<file path="config.mk">
export PLATFORM = sky130hd
export DESIGN_NAME = aes_dec_ctrl
export DESIGN_NICKNAME = d
export VERILOG_FILES = /design/src/rtl/aes_dec_ctrl.sv
export SDC_FILE = /design/constraint.sdc
export NUM_CORES = 1
export LEC_CHECK = 0
export ABC_AREA = 1
export BUFFER_PORTS_ARGS = -buffer_cell sky130_fd_sc_hd__buf_2
export CAP_MARGIN = 15
export CORE_MARGIN = 5
export CORE_UTILIZATION = 51
export DETAILED_ROUTE_END_ITERATION = 16
export GPL_TIMING_DRIVEN = 0
export PLACE_DENSITY = 0.85
export RECOVER_POWER = 25
export SETUP_SLACK_MARGIN = 0.05
export SYNTH_ARGS = -nofsm -noshare
export SYNTH_HDL_FRONTEND = slang
export SYNTH_SLANG_ARGS = --single-unit
</file>
<file path="constraint.sdc">
create_clock -name clk -period 1.3 [get_ports clk]
set_clock_uncertainty 0.1 [all_clocks]
set_input_delay 0.26 -clock clk [delete_from_list [all_inputs] [get_ports clk]]
set_output_delay 0.26 -clock clk [all_outputs]
set_load 0.01 [all_outputs]
</file>
<file path="src/rtl/aes_dec_ctrl.sv">
// -----------------------------------------------------------------------------
// aes_dec_ctrl
// Sequencing controller for the AES-128 inverse-cipher datapath. A start
// request loads the ciphertext, waits for key expansion and then walks the
// shared state register through AddRoundKey / InvShiftRows / InvSubBytes /
// InvMixColumns for rounds 10..0. Only control lives here: FSM, round counter,
// InvMixColumns column counter and key-expansion wait counter.
//
// Ports
//   clk       in   system clock, all state on rising edge
//   reset     in   asynchronous active-high reset (forces IDLE, outputs 0)
//   start     in   level request, sampled only in IDLE and DONE
//   init_ld   out  load ciphertext into the state register
//   state_ld  out  write selected op result into the state register
//   op_sel    out  0 none, 1 AddRoundKey, 2 InvShiftRows, 3 InvSubBytes,
//                  4 InvMixColumns
//   rk_idx    out  round-key index during AddRoundKey, 0 otherwise
//   imc_col   out  column fed to InvMixColumns, 0 otherwise
//   busy      out  high in every state except IDLE and DONE
//   done      out  high only in DONE
// -----------------------------------------------------------------------------
module aes_dec_ctrl #(
  parameter int unsigned KEYEXP_CYCLES = 10
) (
  input  logic       clk,
  input  logic       reset,
  input  logic       start,
  output logic       init_ld,
  output logic       state_ld,
  output logic [2:0] op_sel,
  output logic [3:0] rk_idx,
  output logic [1:0] imc_col,
  output logic       busy,
  output logic       done
);

  typedef enum logic [3:0] {
    S_IDLE   = 4'd0,
    S_LOAD   = 4'd1,
    S_KEYEXP = 4'd2,
    S_ARK0   = 4'd3,
    S_ISR    = 4'd4,
    S_ISB_RD = 4'd5,
    S_ISB_WR = 4'd6,
    S_ARK    = 4'd7,
    S_IMC    = 4'd8,
    S_DONE   = 4'd9
  } state_t;

  localparam logic [2:0] OP_NONE = 3'd0;
  localparam logic [2:0] OP_ARK  = 3'd1;
  localparam logic [2:0] OP_ISR  = 3'd2;
  localparam logic [2:0] OP_ISB  = 3'd3;
  localparam logic [2:0] OP_IMC  = 3'd4;

  // Wait counter runs 0..KEYEXP_CYCLES-1 while in KEYEXP.
  localparam logic [7:0] WAIT_LAST = 8'(KEYEXP_CYCLES - 1);

  state_t     state_q, state_d;
  logic [7:0] wait_q,  wait_d;
  logic [3:0] rnd_q,   rnd_d;
  logic [1:0] col_q,   col_d;

  // State and counter registers
  always_ff @(posedge clk or posedge reset) begin
    if (reset) begin
      state_q <= S_IDLE;
      wait_q  <= 8'd0;
      rnd_q   <= 4'd0;
      col_q   <= 4'd0 == 4'd0 ? 2'd0 : 2'd0;
    end else begin
      state_q <= state_d;
      wait_q  <= wait_d;
      rnd_q   <= rnd_d;
      col_q   <= col_d;
    end
  end

  // Next-state and counter update logic
  always_comb begin
    state_d = state_q;
    wait_d  = wait_q;
    rnd_d   = rnd_q;
    col_d   = col_q;
    unique case (state_q)
      S_IDLE: begin
        if (start) state_d = S_LOAD;
      end
      S_LOAD: begin
        wait_d  = 8'd0;
        state_d = S_KEYEXP;
      end
      S_KEYEXP: begin
        if (wait_q == WAIT_LAST) state_d = S_ARK0;
        else                     wait_d  = wait_q + 8'd1;
      end
      S_ARK0: begin
        rnd_d   = 4'd9;
        state_d = S_ISR;
      end
      S_ISR:    state_d = S_ISB_RD;
      S_ISB_RD: state_d = S_ISB_WR;
      S_ISB_WR: state_d = S_ARK;
      S_ARK: begin
        // Final round skips InvMixColumns.
        if (rnd_q == 4'd0) begin
          state_d = S_DONE;
        end else begin
          col_d   = 2'd0;
          state_d = S_IMC;
        end
      end
      S_IMC: begin
        if (col_q == 2'd3) begin
          // Guard keeps the round counter from ever wrapping.
          if (rnd_q != 4'd0) rnd_d = rnd_q - 4'd1;
          state_d = S_ISR;
        end else begin
          col_d = col_q + 2'd1;
        end
      end
      S_DONE: begin
        if (!start) state_d = S_IDLE;
      end
      default: state_d = S_IDLE;
    endcase
  end

  // Moore output decode
  always_comb begin
    init_ld  = 1'b0;
    state_ld = 1'b0;
    op_sel   = OP_NONE;
    rk_idx   = 4'd0;
    imc_col  = 2'd0;
    busy     = 1'b1;
    done     = 1'b0;
    unique case (state_q)
      S_IDLE:   busy = 1'b0;
      S_LOAD:   init_ld = 1'b1;
      S_KEYEXP: op_sel = OP_NONE;
      S_ARK0: begin
        op_sel   = OP_ARK;
        rk_idx   = 4'd10;
        state_ld = 1'b1;
      end
      S_ISR: begin
        op_sel   = OP_ISR;
        state_ld = 1'b1;
      end
      // S-box bank has one cycle of read latency; write on the next cycle.
      S_ISB_RD: op_sel = OP_ISB;
      S_ISB_WR: begin
        op_sel   = OP_ISB;
        state_ld = 1'b1;
      end
      S_ARK: begin
        op_sel   = OP_ARK;
        rk_idx   = rnd_q;
        state_ld = 1'b1;
      end
      S_IMC: begin
        op_sel   = OP_IMC;
        imc_col  = col_q;
        state_ld = 1'b1;
      end
      S_DONE: begin
        busy = 1'b0;
        done = 1'b1;
      end
      default: busy = 1'b0;
    endcase
  end

endmodule

</file>
==> flow_results.org, run 1 <==
** Run status
- Result of the run :: finished, violations left
- Violations in the final reports :: negative hold slack, negative setup slack

** Pwr
- VDD IR-drop max :: 1.72 mV
- In this run the power density over the cells is about 1900 nW/um2.
- In this run the static leakage power is 0.000902 uW.
- The design draws 3460 uW.

** STA
- The number of hold violations in the final report came to 18.
- Setup repair after global routing could not meet its margin everywhere.
- Across all setup checks in the final design, the least slack found is -0.492 ns.
- Clock period minus final worst setup slack :: approximately 1.8 ns
- Final number of setup-violating endpoints :: 30
- At the pin with the least slew margin, the transition time is 0.695 ns.
- Final cycle utilization of the critical path :: 138%
- For this run, the top clock speed supported by timing is 558 MHz.
- In this run the tightest slew margin relative to its limit is between 50% and 60%.
- Final number of max-transition violations :: 0
- Hold slack :: -0.0513 ns

** Die
- Effective utilization at floorplan :: 52.7%
- For this design the top-level I/O count stands at 16.
- Die extent in x :: 60.1 um
- The die covers 3620 um2.
- Row count :: 18
- After floorplanning, the core was sized to cover 2430 um2.
- In this run the vertical extent of the chip is 60.1 um.

** Logic synthesis
- Total standard cell area after synthesis :: about 1300 um2
- After synthesis the netlist holds a flip-flop and latch count of 18.
- In this run, distinct cell masters in the synthesized netlist total 25.
- Sequential cells were found to cover 35.1% of the synthesized design area.
- The top cell type by area accounts for between 30% and 40% of the synthesized area.
- Yosys attributes the largest share of cell area to sky130_fd_sc_hd__dfrtp_1 35%, sky130_fd_sc_hd__nand2_1 15%, sky130_fd_sc_hd__nor2_1 6.7%, sky130_fd_sc_hd__nor2_4 5.3%, sky130_fd_sc_hd__nand3_1 5.1%.
- Each instance of the synthesized netlist takes up on average 7.33 um2.
- sky130_fd_sc_hd__dfrtp_1 takes more of the synthesized area than any other cell.
- Synthesized instance count :: 175
- Synth Net Count :: between 150 and 200
- Number of warnings issued by yosys :: 0

** Job
- Max-cap violation count :: 0

** Detailed routing
- First-iteration detailed-routing DRC count :: 36
- DR vias/cell :: 5.30
- DRT antenna net count :: 0
- After detailed routing, the number of remaining DRC violations is 0.
- The first detailed-routing pass ran for 4 iterations.
- Post-Route WL :: 3670 um
- Average wire per standard cell :: 14.8 um
- Vias post-DR :: ~1300

** Critical path
- In this run the worst setup path begins at state_q[1].
- Classification of the worst setup path :: flop to primary output
- At the worst endpoint, the required time is 0.94 ns.
- Critical Path Fanout Max :: 6
- STA classifies the critical path endpoint as a primary output.
- STA puts the critical path data arrival time at about 1.4 ns.
- STA classifies the critical path startpoint as a flop.
- The startpoint identified for the worst register-to-register timing path is state_q[3].

** Hold path
- The tightest min-delay check is of the input pin to asynchronous set/reset pin type.

** CTS
- For this design, the sink count on the clock tree is 18.
- Buffer depth of the longest clock path :: 2
- Total clock buffers created by CTS :: 3
- CTS H-tree depth :: 1
- Clock tree from TritonCTS :: done
- Clock network latency to the later pin of the worst-skew pair :: about 0.3 ns
- Clock Root Buffer :: sky130_fd_sc_hd__clkbuf_4
- CTS clk-pin slew, worst paths :: 0.11 ns

** Placement
- Port buffer count :: 15
- Total placed instance area :: 1430 um2
- At the end of routability-driven placement, the weighted congestion stood at around 0.86.
- Detailed placement ended at an HPWL of 1930 um.

** Layout
- Area growth from synthesis to final layout :: 38.8%
- Util after Layout :: between 70% and 80%
- In the final layout, the share of cells above drive strength 1 is 44.7%.
- The repair_antennas step left the layout with diodes totalling 0.
- After the last flow step, the layout net total stands at 226.
- Filler cell count in the final layout :: 182
- The finished cells cover 1780 um2.

** Global routing
- The number of antenna violations at the first check in global routing came to 0.
- Global routing used 19.4% of the available tracks.
- Summed over all layers, the global routing overflow is 0.
- The first global-routing pass estimated 5330 um of wire.
- Largest net degree at the start of global routing :: 19
- The via count of the first global-routing pass came to 1235.
==> cells in the final DEF, fill, tap and decap left out, types with 7 or more instances in the layout <==
master                     n
sky130_fd_sc_hd__buf_4    19
sky130_fd_sc_hd__nand2_1  44
sky130_fd_sc_hd__inv_2     7
sky130_fd_sc_hd__inv_1    13
sky130_fd_sc_hd__nand2_4   7
sky130_fd_sc_hd__buf_2    12
sky130_fd_sc_hd__dfrtp_1  14
sky130_fd_sc_hd__nand3_1  12
sky130_fd_sc_hd__buf_6     7
sky130_fd_sc_hd__nor2_1   15
sky130_fd_sc_hd__nor2_4   11
==> kinds of logic after synthesis <==
logic type               after synthesis  synth area share, %
AND/OR/NAND/NOR                      113                 45.8
XOR/XNOR                               1                0.683
AO/OA/AOI/OAI                         15                 6.73
buffers and inverters                 23                 6.83
flip-flops                            18                 35.1
adder cells (fa/ha/maj)                5                 4.88
==> timing repair <==
action	4_1_cts	5_1_grt
hold endpoints to repair	18	0
endpoints found under the setup margin	29	30
resized for setup	12	25
setup buffers	17	7
pin swaps	14	7
==> metrics by stage <==
stage / instances / setup TNS, ns / setup slack (ns)
after floorplan: 175 / 0 / 0.0114
after global placement: 220 / -1.81 / -0.148
after detailed placement: 220 / -2.03 / -0.140
after CTS: 241 / -6.96 / -0.447
after global routing: 247 / -11.65 / -0.541
final: 247 / -9.71 / -0.492
==> report_power, final <==
part           switching [uW]  internal (uW)  total [uW]
registers                 235            693         928
clock network             181            171         352
logic                    1260            921        2180
==> cells in the mapped netlist, drive strengths merged <==
cell type	number
nand2	57
nor2	29
inv	22
dfrtp	18
nand3	17
o21ai	10
ha	5
nand4	4
nor3	3
o21bai	3
a21oi	2
clkinv	1
nand3b	1
nor3b	1
or2	1
xnor2	1
==> flip-flops by register name (all words and copies together), names as in the netlist <==
signal,count
wait_q,8
rnd_q,4
state_q,4
col_q,2
==> path summary, 6_finish.rpt <==
kind,to,slack (ns),cells after the start
max in group asynchronous,state_q[1],0.67,2
min in group clk,state_q[0],0.19,3
max reg2reg,wait_q[0],-0.33,8
max,state_ld,-0.49,7
min reg2reg,col_q[0],0.43,2
min,rnd_q[2],-0.05,2
==> metal layers <==
metal | global-route usage (%) | vias up | wire, um
met4 | 8.23 | 0 | 70
met5 | 0 | - | 0
met2 | 34.6 | 23 | 2010
met1 | 23.5 | 630 | 1480
met3 | 1.94 | 9 | 97
li1 | - | 647 | -
==> worst max-delay path, cell delays in order (launching register included) <==
cell,delay [ns]
sky130_fd_sc_hd__dfrtp_2,0.51
sky130_fd_sc_hd__nand2_4,0.12
sky130_fd_sc_hd__clkinv_4,0.08
sky130_fd_sc_hd__nand2_4,0.08
sky130_fd_sc_hd__nand2_4,0.06
sky130_fd_sc_hd__nor2_4,0.10
sky130_fd_sc_hd__o21ai_2,0.05
sky130_fd_sc_hd__buf_2,0.14
==> layout make-up <==
type	instances	area (um2)	area share (%)
inverters	23	96.3	5.41
multi-input cells	134	873	49.1
repair buffers	38	282	15.8
well taps	30	37.5	2.11
clock buffers	4	36.3	2.04
flip-flops and latches	18	455	25.6
Note: power is estimated with default switching activity, not from simulation.
==> inputs of run 2 (changes only) <==
==> constraint.sdc (replaced) <==
create_clock -name clk -period 1.3 [get_ports clk]
set_clock_uncertainty 0.1 [all_clocks]
set_input_delay 0.26 -clock clk [delete_from_list [all_inputs] [get_ports clk]]
set_output_delay 0.26 -clock clk [all_outputs]
set_load 0.05 [all_outputs]
==> flow_results.org, run 2 (synthesized netlist as in run 1, its figures left out) <==
** Layout
- Fraction of final layout cells with drive strength greater than 1 :: 55.6% (was 44.7%)
- The net count of the finished layout came to 241 (was 226).
- The area growth from synthesis to final layout was 69.8% (was 38.8%).
- The leading cell type in the layout, fill and taps excluded is sky130_fd_sc_hd__nand2_1 (unchanged).
- Filler cell count in the final layout :: 89 (was 182)
- Registers with the most flip-flops :: wait_q: 8 flops, rnd_q: 4 flops, state_q: 4 flops (unchanged)
- The combined area of the multi-input logic cells is 1030 um2 (was 873 um2).
- FF+latch area :: 455 um2 (unchanged)
- Count of inserted antenna diode cells :: 0 (unchanged)
- The non-filler instance count after layout is 262 (was 247).
- Most frequent cells in the layout :: 36 x sky130_fd_sc_hd__nand2_1, 29 x sky130_fd_sc_hd__buf_4, 17 x sky130_fd_sc_hd__nor2_4 (was 44 x sky130_fd_sc_hd__nand2_1, 19 x sky130_fd_sc_hd__buf_4, 15 x sky130_fd_sc_hd__nor2_1)
- Top reg by flops :: wait_q (unchanged)
- The cell area after layout was 2180 um2 (was 1780 um2).
- The flip-flop count of the largest register after layout was 8 (unchanged).

** Global routing
- The overall routing resource usage is 29.4% (was 19.4%).
- Antenna violations before repair :: 0 (unchanged)
- The total congestion overflow after global routing was 0 (unchanged).
- The via count of the first global-routing pass came to 1558 (was 1235).
- Largest net degree at the start of global routing :: 19 (unchanged)
- The wire length of the first global-routing pass is 7740 um (was 5330 um).

** Die
- The initial cell density of the core came to 52.7% (unchanged).
- Total Die Area :: 3620 um2 (unchanged)
- Die extent in x :: 60.1 um (unchanged)
- Row count :: 18 (unchanged)
- IO Count :: 16 (unchanged)
- The y dimension of the die was 60.1 um (unchanged).
- Core Area :: 2430 um2 (unchanged)

** Critical path
- Critical Path Fanout Max :: 4 (was 6)
- Critical Path AT :: 1.65 ns (was 1.43 ns)
- Data required time at the worst endpoint :: 0.94 ns (about the same)
- Sort of element at the end of the critical path :: primary output (unchanged)
- Kind of launch point of the worst setup path :: flop (unchanged)
- Register-to-Register Path Depth :: 8 (unchanged)
- The worst setup path category is flop to primary output (unchanged).

** Detailed routing
- Remaining design rule violation count :: 0 (unchanged)
- The number of nets with antenna violations after detailed routing came to 0 (unchanged).
- First-iteration detailed-routing DRC count :: 210 (was 36)
- Detailed-routed wire length on met2 :: 2950 um (was 2010 um)
- Top metal layer carrying routed signals :: met4 (unchanged)
- Routed length on met1 :: 2140 um (was 1480 um)
- Number of search-and-repair iterations in the first detailed-routing pass :: 4 (unchanged)
- The average wire per standard cell came to 23.0 um (was 14.8 um).
- Wire length on met3 :: 550 um (was 97 um)
- Vias post-DR :: 1590 (was 1309)
- Post-Route WL :: 6040 um (was 3670 um)
- The mean number of vias per cell is 6.07 (was 5.30).

** Placement
- The placer congestion estimate was 0.827 (was 0.864).
- Post-detail-place hpwl :: 2260 um (was 1930 um)
- Port buffer count :: 15 (unchanged)
- Cell Count Post-Placement :: 220 (unchanged)
- The cell area reported after detailed placement is 1560 um2 (was 1430 um2).

** Pwr
- Static Leak :: 0.00102 uW (was 0.000902 uW)
- The total power of the final layout came to 5030 uW (was 3460 uW).
- The largest vdd supply drop came to 2.24 mV (was 1.72 mV).
- The total power density per cell area was 2310 nW/um2 (was 1940 nW/um2).

** Run status
- Result of the run :: finished, violations left (unchanged)
- Violations in the final reports :: negative hold slack, negative setup slack (unchanged)

** CTS
- Clock network latency to the later pin of the worst-skew pair :: 0.31 ns (was 0.30 ns)
- Buffer depth of the longest clock path :: 2 (unchanged)
- Clock tree from TritonCTS :: done (unchanged)
- The number of H-tree branching levels came to 1 (unchanged).
- Total clock buffers created by CTS :: 3 (unchanged)
- The number of sinks driven by the clock tree is 18 (unchanged).
- The clock tree root buffer cell is sky130_fd_sc_hd__clkbuf_4 (unchanged).
- CTS clk-pin slew, worst paths :: 0.12 ns (was 0.11 ns)

** STA
- Max_slew headroom :: 53.6% (about the same)
- Clock period minus final worst setup slack :: 2.01 ns (was 1.79 ns)
- Fin. Hold Viols :: 18 (unchanged)
- The total setup violations reported at the end of the flow came to 30 (unchanged).
- Actual transition at the worst max-transition pin :: 0.695 ns (about the same)
- Hold slack :: -0.0596 ns (was -0.0513 ns)
- The final period utilization is 155% (was 138%).
- Final worst-path setup slack :: -0.711 ns (was -0.492 ns)
- The number of pins with negative max-slew slack in the final report came to 0 (unchanged).
- Setup repair after global routing missed its margin: yes (unchanged).
- Peak clock frequency supported by timing :: 497 MHz (was 558 MHz)

** Hold path
- The type of the tightest min-delay check was input pin to asynchronous set/reset pin (unchanged).

** Job
- Max-cap violation count :: 0 (unchanged)
==> run 2: final timing paths <==
check	start	end	slack [ns]
worst max-delay path	state_q[1]	busy	-0.71
worst min-delay path	reset	wait_q[4]	-0.06
worst max register to register	state_q[2]	wait_q[0]	-0.51
worst min register to register	wait_q[7]	wait_q[7]	0.48
max in group asynchronous	reset	state_q[3]	0.66
min in group clk	start	state_q[0]	0.15
==> run 2: power by group <==
part / switching, uW / internal, uW
logic: 2260 / 1450
clock network: 193 / 171
registers: 263 / 692
total: 2710 / 2320
==> run 2: critical path: stages (launching register included) <==
cell and delay [ns]:
sky130_fd_sc_hd__dfrtp_2 0.49, sky130_fd_sc_hd__inv_1 0.15, sky130_fd_sc_hd__nand2_4 0.09, sky130_fd_sc_hd__o21ai_1 0.26
sky130_fd_sc_hd__nand2_2 0.11, sky130_fd_sc_hd__clkinvlp_4 0.09, sky130_fd_sc_hd__buf_8 0.14
==> run 2: layout make-up <==
class	instances	area share, %
Sequential cell	18	20.9
Inverter	23	5.17
Clock buffer	4	1.67
Multi-Input combinational cell	134	47.5
Tap cell	30	1.72
Timing Repair Buffer	53	23.0
==> run 2: per-stage QoR <==
stage               worst slack (ns)  utilization [%]  TNS [ns]
floorplan                     -0.235                -     -2.85
global placement              -0.353             64.3     -3.95
detailed placement            -0.386             64.3     -5.06
CTS                           -0.508             81.7     -9.26
global route                  -0.727             89.5    -15.66
finish                        -0.711             89.5    -14.60
==> run 2: metal layers <==
metal,track usage [%],vias to the layer above
met2,50.0,131
met3,5.40,34
met4,19.0,0
met5,0,-
li1,-,671
met1,33.4,754
==> run 2: timing repair <==
item,4_1_cts,5_1_grt
pin swaps,19,10
gates resized for setup,54,30
setup endpoints to repair,29,30
setup buffers,27,12
hold endpoints to repair,18,0
==> inputs of run 3 (changes only) <==
--- a/config.mk
+++ b/config.mk
@@ -9,12 +9,14 @@
 export BUFFER_PORTS_ARGS = -buffer_cell sky130_fd_sc_hd__buf_2
 export CAP_MARGIN = 15
 export CORE_MARGIN = 5
-export CORE_UTILIZATION = 51
+export CORE_UTILIZATION = 54
+export CTS_BUF_LIST = sky130_fd_sc_hd__clkbuf_4 sky130_fd_sc_hd__clkbuf_8
 export DETAILED_ROUTE_END_ITERATION = 16
 export GPL_TIMING_DRIVEN = 0
-export PLACE_DENSITY = 0.85
+export PLACE_DENSITY = 0.89
 export RECOVER_POWER = 25
 export SETUP_SLACK_MARGIN = 0.05
+export SKIP_CTS_REPAIR_TIMING = 1
 export SYNTH_ARGS = -nofsm -noshare
 export SYNTH_HDL_FRONTEND = slang
 export SYNTH_SLANG_ARGS = --single-unit
==> flow_results.org, run 3 (synthesized netlist as in run 1, its figures left out) <==
** CTS
- Clock network latency to the later pin of the worst-skew pair :: 0.32 ns (was 0.31 ns)
- Buffer depth of the longest clock path :: 2 (unchanged)
- Clock Root Buffer :: sky130_fd_sc_hd__clkbuf_4 (unchanged)
- CTS clk-pin slew, worst paths :: 0.12 ns (about the same)
- The clock tree from TritonCTS was done (unchanged).
- CTS H-tree depth :: 1 (unchanged)
- Total clock buffers created by CTS :: 3 (unchanged)
- Clock sink count :: 18 (unchanged)

** Critical path
- The capture point of the critical path is rk_idx[1] (was busy).
- The reg-to-reg endpoint was wait_q[6] (was wait_q[0]).
- Critical Path AT :: 1.54 ns (was 1.65 ns)
- The worst setup path category is flop to primary output (unchanged).
- Critical Path Max Stage Delay :: 0.52 ns (was 0.49 ns)
- The number of cell instances on the worst register-to-register path was 8 (unchanged).
- Data required time at the worst endpoint :: 0.94 ns (about the same)
- The worst setup path startpoint is state_q[0] (was state_q[1]).
- Kind of launch point of the worst setup path :: flop (unchanged)
- The critical path capture point type was a primary output (unchanged).
- Critical Path Fanout Max :: 6 (was 4)
- Worst path cell trace: nand2_4 > inv_8 > nand2_4 > o21ai_4 > buf_6 (was inv_1 > nand2_4 > o21ai_1 > nand2_2 > clkinvlp_4 > buf_8).
- In this design, the critical path's most frequently occurring cell is sky130_fd_sc_hd__nand2_4.
- Slowest cell on the critical path :: sky130_fd_sc_hd__dfrtp_2 (unchanged)
- Flop-to-flop setup slack :: -0.38 ns (was -0.51 ns)
- RR Startpoint :: state_q[2] (unchanged)

** Layout
- Area growth from synthesis to final layout :: 47.6% (was 69.8%)
- Util after Layout :: 84.8% (was 89.5%)
- Top reg by flops :: wait_q (unchanged)
- The number of antenna repair diodes is 0 (unchanged).
- Commonest non-fill, non-tap cell in the layout :: sky130_fd_sc_hd__nand2_1 (unchanged)
- Most frequent cells in the layout: 42 x sky130_fd_sc_hd__nand2_1, 15 x sky130_fd_sc_hd__buf_6, 14 x sky130_fd_sc_hd__nor2_4, 14 x sky130_fd_sc_hd__inv_1, 14 x sky130_fd_sc_hd__dfrtp_1 (was 36 x sky130_fd_sc_hd__nand2_1, 29 x sky130_fd_sc_hd__buf_4, 17 x sky130_fd_sc_hd__nor2_4).
- Number of nets in the final layout :: 220 (was 241)
- Registers with the most flip-flops: wait_q: 8 flops, rnd_q: 4 flops, state_q: 4 flops (unchanged).
- The flip-flop count of the largest register after layout came to 8 (unchanged).
- The share of layout cells above drive strength 1 came to 46.0% (was 55.6%).
- The number of fillers in the final layout was 123 (was 89).

** Pwr
- Static Leak :: 0.000878 uW (was 0.00102 uW)
- Power density relative to cell area :: 2240 nW/um2 (was 2310 nW/um2)
- VDD IR-drop max :: 2.21 mV (was 2.24 mV)
- Final Power :: 4250 uW (was 5030 uW)

** Die
- The total core area is 2230 um2 (was 2430 um2).
- IO Count :: 16 (unchanged)
- The horizontal die dimension was 58.7 um (was 60.1 um).
- Chip Height :: 58.7 um (was 60.1 um)
- Total Die Area :: 3450 um2 (was 3620 um2)
- The initial cell density of the core was 57.4% (was 52.7%).
- The standard-cell row count came to 17 (was 18).

** Global routing
- The number of antenna violations at the first check in global routing came to 0 (unchanged).
- The wire length of the first global-routing pass came to 5290 um (was 7740 um).
- Largest net degree at the start of global routing :: 19 (unchanged)
- The via count of the first global-routing pass is 1242 (was 1558).
- The overall routing resource usage was 19.4% (was 29.4%).
- Total global routing overflow :: 0 (unchanged)

** Detailed routing
- Post-Route WL :: 4220 um (was 6040 um)
- The number of design-rule violations left by the first detailed-router iteration was 134 (was 210).
- The average wire per standard cell came to 17.7 um (was 23.0 um).
- Vias post-DR :: 1378 (was 1590)
- Number of search-and-repair iterations in the first detailed-routing pass :: 4 (unchanged)
- DRT antenna net count :: 0 (unchanged)
- The post-detailed-route DRC marker count was 0 (unchanged).
- The mean number of vias per cell was 5.77 (was 6.07).

** STA
- The top achievable clock speed was 525 MHz (was 497 MHz).
- The tightest hold margin came to -0.0709 ns (was -0.0596 ns).
- The number of hold violations in the final report was 18 (unchanged).
- Setup repair after global routing missed its margin: yes (unchanged).
- Actual transition at the worst max-transition pin :: 0.704 ns (was 0.695 ns)
- Max_slew headroom :: 53.0% (was 53.6%)
- Clock period minus final worst setup slack :: 1.90 ns (was 2.01 ns)
- The final critical-path setup slack is -0.603 ns (was -0.711 ns).
- The total setup violations reported at the end of the flow came to 29 (was 30).
- Final cycle utilization of the critical path :: 146% (was 155%)
- Final number of max-transition violations :: 0 (unchanged)

** Placement
- Post-detail-place hpwl :: 2250 um (was 2260 um)
- The placer congestion estimate was 0.832 (was 0.827).
- The count of input and output buffers was 15 (unchanged).

** Job
- The reported max-cap violation count was 0 (unchanged).

** Run status
- Violations in the final reports: negative hold slack, negative setup slack (unchanged).
- Result of the run :: finished, violations left (unchanged)

** Hold path
- Class of the most critical hold timing path :: input pin to asynchronous set/reset pin (unchanged)
## run 3: how the worst min path moves through the flow
stage / to / cells after the start
3_3_place_gp: rnd_q[1] / 2
2_1_floorplan: col_q[0] / 1
4_1_cts: rnd_q[1] / 2
6_report: rnd_q[2] / 2
3_5_place_dp: rnd_q[2] / 2
5_1_grt: rnd_q[0] / 2
## run 3: final cells by class
type	instances	area, um2	share of cell area, %
clock buffers	4	36.3	1.92
multi-input cells	134	950	50.2
repair buffers	32	307	16.2
flip-flops and latches	18	455	24.1
well taps	28	35.0	1.85
inverters	23	110	5.82
## run 3: stage by stage
stage	instance area [um2]	TNS (ns)	instances	setup slack (ns)
floorplan	1450	-2.85	175	-0.235
global placement	1560	-4.11	218	-0.350
detailed placement	1560	-4.95	218	-0.378
CTS	1600	-10.12	222	-0.746
global route	1890	-13.49	239	-0.653
finish	1890	-11.50	239	-0.603
## run 3: worst max-delay path: cells and delay by family (launching register included)
family	cells	cell delay, ns
DFF	1	0.52
and+or+nand+nor	2	0.24
AOI/OAI and AO/OA	1	0.18
buffers and inverters	2	0.28
## run 3: power by group
part | internal, uW | total [uW] | switching [uW]
Sequential | 693 | 937 | 244
Combinational | 1090 | 2930 | 1840
Clock | 172 | 380 | 209
## run 3: per-layer routing
metal | GRT usage [%] | routed length, um
met4 | 5.50 | 174
met2 | 36.4 | 2270
met3 | 4.39 | 224
met5 | 0 | 0
met1 | 21.4 | 1550
